<file path="src/rtl/async_wr_ptr_ctrl.sv">
// Write-side pointer controller for a dual-clock FIFO: binary/Gray write pointer,
// read-pointer synchroniser, and registered full / almost_full / level / overflow.
module async_wr_ptr_ctrl #(
  parameter int ADDR_SIZE    = 4,
  parameter int SYNC_STAGES  = 2,
  parameter int AFULL_THRESH = (1 << ADDR_SIZE) - 2
) (
  input  logic                 wr_clk,
  input  logic                 wr_rstn,
  input  logic                 wr_en,
  input  logic                 clr_ovf,
  input  logic [ADDR_SIZE:0]   rd_addr_gray,
  output logic                 wr_accept,
  output logic [ADDR_SIZE-1:0] wr_addr,
  output logic [ADDR_SIZE:0]   wr_addr_gray,
  output logic                 full,
  output logic                 almost_full,
  output logic [ADDR_SIZE:0]   wr_level,
  output logic                 overflow
);

  localparam int PW = ADDR_SIZE + 1;
  localparam logic [ADDR_SIZE:0] AFULL_LVL = PW'(AFULL_THRESH);

  logic [SYNC_STAGES-1:0][ADDR_SIZE:0] r_sync;
  logic [ADDR_SIZE:0] r_wr_bin;
  logic [ADDR_SIZE:0] r_wr_gray;
  logic [ADDR_SIZE:0] r_level;
  logic               r_full;
  logic               r_afull;
  logic               r_ovf;

  logic [ADDR_SIZE:0] w_rd_gray_s;
  logic [ADDR_SIZE:0] w_rd_bin_s;
  logic [ADDR_SIZE:0] w_wr_bin_next;
  logic [ADDR_SIZE:0] w_wr_gray_next;
  logic [ADDR_SIZE:0] w_level_next;
  logic [ADDR_SIZE:0] w_full_pattern;
  logic               w_full_next;
  logic               w_afull_next;
  logic               w_ovf_set;

  // NOTE: sequential state uses non-blocking (<=) so every flop samples pre-edge values;
  // the synchroniser chain is reset too, otherwise a stale read pointer could fake room.
  always_ff @(posedge wr_clk or negedge wr_rstn) begin
    if (!wr_rstn) begin
      r_sync <= '0;
    end else begin
      r_sync[0] <= rd_addr_gray;
      for (int i = 1; i < SYNC_STAGES; i++) begin
        r_sync[i] <= r_sync[i-1];
      end
    end
  end

  assign w_rd_gray_s = r_sync[SYNC_STAGES-1];

  // NOTE: combinational blocks assign a default first so no path can infer a latch.
  always_comb begin
    w_rd_bin_s = '0;
    for (int i = 0; i <= ADDR_SIZE; i++) begin
      w_rd_bin_s[i] = ^(w_rd_gray_s >> i);
    end
  end

  assign wr_accept      = wr_en & ~r_full;
  assign w_wr_bin_next  = r_wr_bin + {{ADDR_SIZE{1'b0}}, wr_accept};
  assign w_wr_gray_next = w_wr_bin_next ^ (w_wr_bin_next >> 1);
  assign w_level_next   = w_wr_bin_next - w_rd_bin_s;

  // Full when the write pointer is exactly one lap ahead of the synchronised read pointer.
  assign w_full_pattern = {~w_rd_gray_s[ADDR_SIZE:ADDR_SIZE-1], w_rd_gray_s[ADDR_SIZE-2:0]};
  assign w_full_next    = (w_wr_gray_next == w_full_pattern);
  assign w_afull_next   = (w_level_next >= AFULL_LVL);
  assign w_ovf_set      = wr_en & r_full;

  always_ff @(posedge wr_clk or negedge wr_rstn) begin
    if (!wr_rstn) begin
      r_wr_bin  <= '0;
      r_wr_gray <= '0;
      r_full    <= 1'b0;
      r_afull   <= 1'b0;
      r_level   <= '0;
    end else begin
      r_wr_bin  <= w_wr_bin_next;
      r_wr_gray <= w_wr_gray_next;
      r_full    <= w_full_next;
      r_afull   <= w_afull_next;
      r_level   <= w_level_next;
    end
  end

  // Sticky overflow; a set in the same cycle as a clear takes priority.
  always_ff @(posedge wr_clk or negedge wr_rstn) begin
    if (!wr_rstn) begin
      r_ovf <= 1'b0;
    end else if (w_ovf_set) begin
      r_ovf <= 1'b1;
    end else if (clr_ovf) begin
      r_ovf <= 1'b0;
    end
  end

  assign wr_addr      = r_wr_bin[ADDR_SIZE-1:0];
  assign wr_addr_gray = r_wr_gray;
  assign full         = r_full;
  assign almost_full  = r_afull;
  assign wr_level     = r_level;
  assign overflow     = r_ovf;

endmodule

</file>
<file path="config.mk">
export PLATFORM = sky130hd
export DESIGN_NAME = async_wr_ptr_ctrl
export DESIGN_NICKNAME = d
export VERILOG_FILES = /design/src/rtl/async_wr_ptr_ctrl.sv
export SDC_FILE = /design/constraint.sdc
export NUM_CORES = 1
export LEC_CHECK = 0
export CAP_MARGIN = 20
export CORE_MARGIN = 10
export CORE_UTILIZATION = 48
export DETAILED_ROUTE_END_ITERATION = 7
export MAX_ROUTING_LAYER = met4
export PLACE_DENSITY = 0.83
export SLEW_MARGIN = 15
export SYNTH_ARGS = -nofsm -noshare
export SYNTH_HDL_FRONTEND = slang
export SYNTH_SLANG_ARGS = --single-unit
</file>
<file path="constraint.sdc">
create_clock -name wr_clk -period 3.1 [get_ports wr_clk]
set_input_delay 0.465 -clock wr_clk [delete_from_list [all_inputs] [get_ports wr_clk]]
set_output_delay 0.465 -clock wr_clk [all_outputs]
set_load 0.01 [all_outputs]
</file>
======== After elaboration in Yosys (flattened, before gate mapping) ========
Cells that the tools add are included.
storage, ports and cells
  bits in registers ....................... 28
  bits in latches ......................... 0
  memory bits (writable) .................. 0
  memory bits (read-only) ................. 0
  bits of input ports ..................... 9
  output and inout port bits .............. 18
  logic and storage cells ................. 25
  memories kept ........................... 0
operators by class
  add/subtract/negate cells ............... 2
  $mul .................................... 0
  divide/modulo/power cells ............... 0
  order comparisons ....................... 1
  equality and inequality tests ........... 1
  shift operators ......................... 0
  multiplexer cells ....................... 2
  bitwise logic cells ..................... 5
  reduce and logical (&&, ||, !) cells .... 6
operators by type and width
  operator                                                                              count
  5-bit parity                                                                          5
  5-bit by 1-bit adder with 5-bit output                                                1
  5-bit == test                                                                         1
  5-bit by 4-bit greater-or-equal comparator with 1-bit output (second input constant)  1
  5-bit subtractor                                                                      1
  5-bit by 4-bit XOR with 5-bit output                                                  1
  1-bit AND                                                                             2
  1-bit 2-to-1 mux                                                                      2
  2-bit NOT                                                                             1
  2-bit nonzero test                                                                    1
  1-bit NOT                                                                             1

======== Depth between registers and ports, before layout ========
Gate-level depths: netlist (run 1).
  depth after elaboration ................. 5
  depth in mapped cells ................... 10
  depth with buffers taken out ............ 10

======== Least setup slack after synthesis (run 1) ========
Ideal clock, no wire load.
  path type ............................... flip-flop to flip-flop
  from .................................... reg r_sync (netlist bit w_rd_gray_s[4])
  to ...................................... reg r_afull, in the netlist almost_full
  library setup time ...................... 0.126 ns
  data arrival time ....................... 2.490 ns
  data required time ...................... 2.974 ns
  path slack .............................. 0.484 ns
  stages on the path, launching flop included .. 11
  path buffers ............................ 0
  clock period less this slack ............ 2.616 ns
  path through ............................ dfrtp_1 xnor2_2 xor2_2 xor2_2 xnor2_1 ha_1 fa_1 nor2b_1 nor3_1 o211a_1 a311o_1
on the way
  longest elaborated chain between the ends .. 3
  elaborated cells on any way between the ends .. 7
  classes of those cells .................. add/sub (1); order compare (1); reduce/logical (5)
ends and longest elaborated chain
  item                                                            RTL line  RTL
  from (decl)                                                     25        logic [SYNC_STAGES-1:0][ADDR_SIZE:0] r_sync;
  from (signal, indexed assignment)                               51        r_sync[i] <= r_sync[i-1];
  5-bit parity                                                    62        w_rd_bin_s[i] = ^(w_rd_gray_s >> i);
  5-bit subtractor *                                              69        assign w_level_next = w_wr_bin_next - w_rd_bin_s;
  5-bit by 4-bit greater-or-equal comparator with 1-bit output *  74        assign w_afull_next = (w_level_next >= AFULL_LVL);
  net w_afull_next                                                40        logic w_afull_next;
  to (signal assigned)                                            88        r_afull <= w_afull_next;
  to (decl)                                                       30        logic r_afull;
The timed path passes the listed nets; every way through them passes the cells marked *.
A chain may end at the register's enable or synchronous reset.

======== Worst setup path after layout (run 1) ========
Ends and elaborated chain as after synthesis.

==> summary.md, run 1 <==
| Metric | Value |
|---|---|
| Max Transition Viols Final | 0 |
| Min Tclk post-route | 2.864 ns |
| Inserted Diodes | 0 |
| I/O pins | 27 |
| Final ANT Viol Nets | 0 |
| Total gr overflow | 0 |
| Total power | 1656 uW |
| Hold path depth | 0 |
| PortBufs | 26 |
| Synth area leader | dfrtp_1 |
| Via count | 733 |
| Unrepaired setup endpoints after global routing | false |
| Root buf cell | clkbuf_4 |
| Worst Tran Pin Value | 0.3285 ns |
| Vias in the first global route | 819 |
| Avg WL per Cell | 14.30 um |
| Slew HR | 0.7803 |
| Placement Rows | 17 |
| Tcrit/Tclk final | 0.9239 |
| Reg2reg end | almost_full$_DFF_PN0_ |
| Vias per Instance | 5.021 |
| Cell variety after synth | 26 |
| Cell Pwr Density | 1091 nW/um^2 |
| Most frequent cells in the layout | 27 x dfrtp_1, 26 x clkdlybuf4s50_1, 9 x xnor2_1 |
| Top cell type's share of synthesized area | 0.5702 |
| Worst-path maximum fanout | 4 |
| Worst reg-to-reg path cell count | 10 |
| Lkg Pwr | 0.0006857 uW |
| Clock skew | 0.004295 ns |
| Register bit count reported by yosys | 27 |
| Final setup viols | 0 |
| Avg Synthesized Cell Area | 13.78 sq um |
| Critical setup path kind | register to register |
| Largest net degree at the start of global routing | 28 |
| Width of the chip | 69.69 um |
| # resized after CTS | 0 |
| CTS Buf Count | 3 |
| Post-synthesis sequential area ratio | 0.5702 |
| Nets | 134 |
| Fillers | 165 |
| Most common cell after layout, fill and taps aside | dfrtp_1 |
| Worst Path Required | 3.31 ns |
| HP Start | r_sync[3]$_DFF_PN0_ |
| Worst Path Arrival | 3.08 ns |
| P&R area growth vs syn | 28.09% |
| Reg2reg start | w_rd_gray_s[4]$_DFF_PN0_ |
| Core area | 2276 sq um |
| Routed WL | 2088 um |
| Synth area leaders | dfrtp_1 57%, xnor2_1 6.7%, ha_1 5.3% |
| Syn Inst Count | 86 |
| DIE HEIGHT | 69.69 um |
| Fmax | 349.2 MHz |
| Min-delay worst type | register to register |
| Initial antenna violation count | 0 |
| Clock Tree Buf Depth | 2 |
| Ratio of cells with drive above 1 in the final layout | 0.09322 |
| Gpl congestion | 0.8516 |
| Max Cap Viol | 0 |
| Setup TNS | 0 ns |
| Initial Utilization | 0.5206 |
| Max H-tree Level | 1 |
| YS warnings | 0 |
| CTS tree | built |
| Worst R2R Setup Slack | 0.24 ns |
| Worst-path clk slew | 0.13 ns |
| Overall routing resource usage | 0.09284 |
| Hold path endpoint | w_rd_gray_s[3]$_DFF_PN0_ |
| Clk_lat worst skew | 0.32 ns |
| Drc violations | 0 |
| Postcts setup bufs | 0 |
| DP HPWL | 1722 um |
| Post-CTS Hold Fix Bufs | 0 |
| Pre-antenna DRT Iters | 4 |
| Detailed Route Iter0 Violations | 12 |
| Die area | 4856 sq um |
| Status | finished clean |
| CP Capture Type | register |
| Worst setup SP type | register |
| Synth Net Count | 101 |
| First-pass GRT wire length | 3663 um |
| Sink Count | 27 |
| Maximum VDD drop | 654.5 uV |
| Mapped Area | 1185 sq um |
| Final Hold Fails | 0 |
==> cells in the mapped netlist <==
master     n
o21ai_1    1
o211a_1    1
nor3_1     1
a221oi_2   1
nand3_2    1
xnor2_2    1
xnor2_1    9
o21ai_0    2
xor2_2     2
dfrtp_1   27
xor2_1     7
inv_1      8
or3_1      2
a311oi_1   1
ha_1       5
nand2_1    3
or2_1      2
xnor3_1    1
xor3_1     1
nor2b_1    2
a21boi_1   1
buf_6      1
fa_1       1
a311o_1    1
nand3_1    3
a21oi_1    1
==> critical path: stages (launching register included) <==
cell	delay, ns
dfrtp_1	0.48
xnor2_2	0.31
xor2_2	0.24
xor2_2	0.24
xnor2_1	0.09
ha_1	0.21
fa_1	0.40
nor2b_1	0.18
nor3_1	0.08
o211a_1	0.23
a311o_1	0.31
==> stage by stage <==
stage / cells / hold slack [ns] / util / setup slack (ns) / cell area (sq um)
after floorplan: 86 / 0.1694 / - / 0.4838 / 1185
after global placement: 142 / 0.3333 / 0.6553 / 0.1502 / 1491
after detailed placement: 142 / 0.3395 / 0.6553 / 0.07120 / 1491
after CTS: 146 / 0.3700 / 0.6669 / 0.2490 / 1518
after global routing: 146 / 0.3743 / 0.6669 / 0.06081 / 1518
final: 146 / 0.3655 / 0.6669 / 0.2359 / 1518
==> state kept, by name, summed over array words and instances, names as in the netlist <==
register      cells
r_sync            5
wr_level          5
wr_addr_gray      4
almost_full       1
r_wr_bin          5
w_rd_gray_s       5
full              1
overflow          1
==> cells by family after synthesis <==
logic type               synth area share
flip-flops                         0.5702
XOR/XNOR                           0.1985
AND/OR/NAND/NOR                   0.06651
AO/OA/AOI/OAI                     0.06018
buffers and inverters             0.03485
adder cells (fa/ha/maj)           0.06969
==> metal layers <==
layer,track usage,wire length [um],vias to the layer above
li1,-,-,348
met1,0.1019,865,364
met2,0.1532,1093,16
met3,0.02710,91,5
met4,0.03913,38,0
met5,-,0,-
==> report_power, final <==
part | internal, uW | leakage, uW | switching (uW)
combinational | 512 | 0.000350 | 450
clock | 50.3 | 0.0000150 | 95.5
sequential | 479 | 0.000321 | 69.1
total | 1040 | 0.000686 | 614
==> cell type report <==
type,instances,area (sq um),share of cell area
Timing Repair Buffer,29,282.8,0.1863
Clock buffer,4,26.28,0.01731
Multi-Input combinational cell,50,467.9,0.3083
Inverter,8,30.03,0.01979
Tap cell,28,35.03,0.02308
Sequential cell,27,675.6,0.4452
==> worst max path at each step <==
stage,start,to,depth (start not counted)
after floorplan,w_rd_gray_s[4]$_DFF_PN0_,almost_full$_DFF_PN0_,10
after global placement,wr_en,almost_full$_DFF_PN0_,10
after detailed placement,wr_en,almost_full$_DFF_PN0_,10
after CTS,w_rd_gray_s[4]$_DFF_PN0_,almost_full$_DFF_PN0_,10
after global routing,w_rd_gray_s[4]$_DFF_PN0_,almost_full$_DFF_PN0_,10
final,w_rd_gray_s[4]$_DFF_PN0_,almost_full$_DFF_PN0_,10
No activity file was read; power rests on OpenSTA's default activity.
==> run 2, diff against run 1 <==
--- a/config.mk
+++ b/config.mk
@@ -8,10 +8,13 @@
 export CAP_MARGIN = 20
 export CORE_MARGIN = 10
 export CORE_UTILIZATION = 48
+export CTS_CLUSTER_DIAMETER = 120
 export DETAILED_ROUTE_END_ITERATION = 7
+export HOLD_SLACK_MARGIN = 0.05
 export MAX_ROUTING_LAYER = met4
 export PLACE_DENSITY = 0.83
 export SLEW_MARGIN = 15
 export SYNTH_ARGS = -nofsm -noshare
 export SYNTH_HDL_FRONTEND = slang
 export SYNTH_SLANG_ARGS = --single-unit
+export TNS_END_PERCENT = 10
==> results of run 2 <==
No change in the layout: final DEF, timing and power equal those of run 1.
==> patch 1: new RTL, config.mk and constraints of run 1 <==
The parameter `SYNC_STAGES` goes from 2 to 1.
--- a/src/rtl/async_wr_ptr_ctrl.sv
+++ b/src/rtl/async_wr_ptr_ctrl.sv
@@ -4,3 +4,3 @@
   parameter int ADDR_SIZE    = 4,
-  parameter int SYNC_STAGES  = 2,
+  parameter int SYNC_STAGES  = 1,
   parameter int AFULL_THRESH = (1 << ADDR_SIZE) - 2
Behaviour: not the same (a bounded check fails within 4 cycles, from zero or initial values and one cycle with wr_rstn low).
==> patch 1 against run 1 <==
Clock power up 7%. Routed wire length is 2.6% lower. Synthesized area is 11% lower. Sequential power fell by 12%. Setup slack better by 0.0069 ns. Non-clock buffer count unchanged. Maximum frequency rose by 0.24%. Sequential cell count is 5 lower. Synthesized cell count fell by 5.8%. Power decreased by 3.2%. Global-route usage is 1.0 points higher. Die area shrank 7.6%. Design area fell by 7.7%. Critical endpoint unchanged. Count of clock-buffer cells in the layout unchanged.
==> patch 1: results <==
set metrics [dict create \
    drt_iter0_drc 9 \
    p_int_mw 1.003 \
    dp_hpwl_um 1637 \
    finalWirelength_um 2033 \
    cts_buffers 3 \
    synth_nets 96 \
    tightest_slew_ns 0.9494 \
    power.leakage_nw 0.6335 \
    status "finished clean" \
    holdBufCountCts 0 \
    cts_resized 0 \
    cts.htree.levels 1 \
    dr_wl_met3_um 123 \
    grt_pass1_vias 747 \
    wl_met1_um 828 \
    synthTopCellsByArea "dfrtp_1 (52%), xnor2_1 (7.4%), ha_1 (5.9%)" \
    gp_congestion 0.7798 \
    root_buffer "clkbuf_4" \
    cts_buffer_depth 2 \
    arrival_ns 3.06 \
    insertion_delay_ns 0.31 \
    cp_max_fo 4 \
    viasPerCell 4.871 \
    drive_above_1_share_pct 10.62 \
    pre_cts_ws_ns 0.04289 \
    met2WireLength_um 1050 \
    post_synth_num_cell_types 26 \
    first_pass_iters 4 \
    grt_use_total_pct 10.29 \
    ir_worst_vdd_mv 0.5792 \
    place_area_um2 1365 \
    grt_max_degree 23 \
    antenna_found_initial 0 \
    nFillCells 150 \
    finalNetCount 129 \
    seq_area_frac_synth_pct 51.95 \
    port_buffers 26 \
    syn_inst 81 \
    synthArstFlopShare_pct 100.0 \
    dr.max_layer_used "met4" \
    instances_no_fill 140 \
    grt_pass1_wl_um 3394 \
    synth_warnings 0 \
    ys_top_cells_by_count "dfrtp_1 (22), xnor2_1 (9), inv_1 (8)" \
    clock_skew_ns 0.002652 \
    clkTransAtPathRegs_ns 0.12 \
    postCtsSetupBuffers 0 \
]
## patch 1: worst paths after layout
path	start	depth (start not counted)	end	slack, ns
min in group asynchronous	wr_rstn	1	full	0.67
max in group asynchronous	wr_rstn	1	r_sync[0]	1.85
max	r_sync[4]	10	almost_full	0.24
min	overflow	2	overflow	0.53
max reg2reg	r_sync[4]	10	almost_full	0.24
min reg2reg	overflow	2	overflow	0.53
## patch 1: worst max-delay path, stage by stage (launching register included)
cell and delay [ns]:
dfrtp_1 0.46, xnor2_2 0.33, xor2_2 0.23, xor2_2 0.21
xnor2_1 0.09, ha_1 0.21, fa_1 0.42, nor2b_1 0.19
nor3_1 0.08, o211a_1 0.23, a311o_1 0.31
## patch 1: per-layer routing
metal  vias to the layer above  track usage [%]
met5                         -                -
met4                         0            4.615
met2                        15            17.30
li1                        329                -
met1                       334            10.94
met3                         4            3.010
## patch 1: layout make-up
type / count / area, um2 / area share [%]
Inverter: 8 / 30.03 / 2.143
Timing Repair Buffer: 29 / 282.8 / 20.18
Sequential cell: 22 / 550.5 / 39.29
Tap cell: 27 / 33.78 / 2.411
Multi-Input combinational cell: 50 / 467.9 / 33.39
Clock buffer: 4 / 36.28 / 2.589
## patch 1: kinds of logic after synthesis
group,Yosys count,synth area share [%]
flip-flops,22,51.95
XOR/XNOR,21,22.20
AND/OR/NAND/NOR,14,7.437
AO/OA/AOI/OAI,9,6.729
buffers and inverters,9,3.896
adder cells (fa/ha/maj),6,7.792
## patch 1: power groups by stage
stage	logic (mW)	clock network, mW	registers (mW)
after floorplan	0.551	0	0.530
after global placement	0.947	0	0.485
after detailed placement	0.972	0	0.491
after CTS	0.981	0.160	0.487
after global routing	1.05	0.178	0.500
final	0.963	0.156	0.484
==> patch 2: new RTL, flow settings as in run 1 <==
Without the edit above. Reset style: synchronous (`wr_rstn`), changed in 3 clocked blocks. Comments in the files are not updated.
--- a/src/rtl/async_wr_ptr_ctrl.sv
+++ b/src/rtl/async_wr_ptr_ctrl.sv
@@ -44,3 +44,3 @@
   // the synchroniser chain is reset too, otherwise a stale read pointer could fake room.
-  always_ff @(posedge wr_clk or negedge wr_rstn) begin
+  always_ff @(posedge wr_clk) begin
     if (!wr_rstn) begin
@@ -76,3 +76,3 @@
 
-  always_ff @(posedge wr_clk or negedge wr_rstn) begin
+  always_ff @(posedge wr_clk) begin
     if (!wr_rstn) begin
@@ -93,3 +93,3 @@
   // Sticky overflow; a set in the same cycle as a clear takes priority.
-  always_ff @(posedge wr_clk or negedge wr_rstn) begin
+  always_ff @(posedge wr_clk) begin
     if (!wr_rstn) begin
Check against the original RTL: differs if wr_rstn is asserted again (counterexample within 4 cycles, from zero or initial values and one cycle with wr_rstn low); with wr_rstn held inactive, the same outputs for 10 cycles.
==> patch 2 against run 1 <==
Setup slack better by 0.0032 ns. Sequential cell count stayed put. Global-route usage is 0.94 points higher. Via count is 21% higher. Synthesized area is 2.1% lower. Sequential share of layout area is 9.8 points lower. Routed wire length is 18% higher. Design area is 2.7% higher. Non-clock buffer count is 5 higher.
Power is not compared: it rests on default switching activity, and its combinational part moved more than twofold at a synthesized area within 25%.
==> patch 2: results <==
set metrics [dict create \
    synthArstFlopShare_pct 0 \
    arrival_ns 3.08 \
    synth_xor_area_share_pct 15.32 \
    cts_buffers 3 \
    power.leakage_nw 0.6647 \
    gp_congestion 0.8229 \
    tightest_slew_ns 0.3799 \
    max_stage_delay_ns 0.50 \
    place_area_um2 1508 \
    synthTopCellsByArea "dfxtp_1 (47%), and2_1 (11%), xnor2_1 (6.0%)" \
    ys_top_cells_by_count "dfxtp_1 (27), and2_1 (20), xnor2_1 (8)" \
    grt_pass1_wl_um 4098 \
    r2r_end "wr_level[4]" \
    cp_max_fo 5 \
    port_buffers 26 \
    synth-edff-count 0 \
    r2r-start "w_rd_gray_s[4]" \
    cts_buffer_depth 2 \
    status "finished clean" \
    holdWs_ns 0.4510 \
    drt_iter0_drc 37 \
    cts.htree.levels 1 \
    min_to "w_rd_gray_s[0]" \
    viasPerCell 5.086 \
    grt_pass1_vias 918 \
    hold_depth 1 \
    synth_nets 125 \
    pre_cts_ws_ns -0.04842 \
    reg2regPathDepth 11 \
    min_from "r_sync[0]" \
    diodes 0 \
    finalNetCount 162 \
    yosys.area_share.adder_pct 7.120 \
    drt-wirelength-per-cell_um 14.13 \
    instances_no_fill 174 \
    dp_hpwl_um 1966 \
    ys.flop_type "dfxtp_1" \
    seq_area_frac_synth_pct 46.60 \
    clock_skew_ns 0.007088 \
    cp_slowest_cell "dfxtp_1" \
    grt_use_total_pct 10.23 \
    synth_compound_area_share_pct 7.767 \
    synth_warnings 0 \
    grt_max_degree 20 \
    final.min_clock_period_ns 2.861 \
    nFillCells 193 \
    drive_above_1_share_pct 15.07 \
    post_synth_num_cell_types 30 \
    syn_inst 110 \
]
patch 2: how the worst max path moves through the flow:
stage                   start     endpoint  cells after the start
6_report       w_rd_gray_s[4]  wr_level[4]                     11
5_1_grt        w_rd_gray_s[4]  wr_level[4]                     11
4_1_cts        w_rd_gray_s[4]  wr_level[4]                     11
3_5_place_dp            wr_en  wr_level[4]                     11
3_3_place_gp            wr_en  wr_level[4]                     11
2_1_floorplan           wr_en  wr_level[4]                      9
patch 2: cell type report:
cell class / instances / area, um2 / area share [%]
Tap cell: 28 / 35.03 / 2.247
Timing Repair Buffer: 34 / 320.3 / 20.55
Sequential cell: 27 / 540.5 / 34.67
Inverter: 5 / 18.77 / 1.204
Multi-Input combinational cell: 76 / 618.1 / 39.65
Clock buffer: 4 / 26.28 / 1.685
patch 2: worst max-delay path, delay by kind of cell (launching register included):
kind	cells	cell delay, ns
AOI/OAI and AO/OA	3	0.46
xor gates and xnor gates	4	0.73
adders and majority gates	2	0.63
DFF	1	0.50
and+or+nand+nor	2	0.45
patch 2: routing by layer:
metal,GRT usage [%],part of all wire (%),vias to the layer above
li1,-,-,429
met1,9.593,37,423
met2,19.15,55,25
met3,4.422,6.5,8
met4,1.330,1.9,0
met5,-,0,-
patch 2: power by group:
part	switching, mW	total (mW)	internal [mW]
clock network	0.0921	0.142	0.0503
logic	0.0922	0.218	0.126
registers	0.0117	0.390	0.378
patch 2: kinds of logic (layout without fill, tap and decap cells):
family / after synthesis / after routing
simple gates: 40 / 40
flops: 27 / 27
xor+xnor: 17 / 17
compound gates: 13 / 13
buf+inv: 7 / 43
fa+ha+maj: 6 / 6
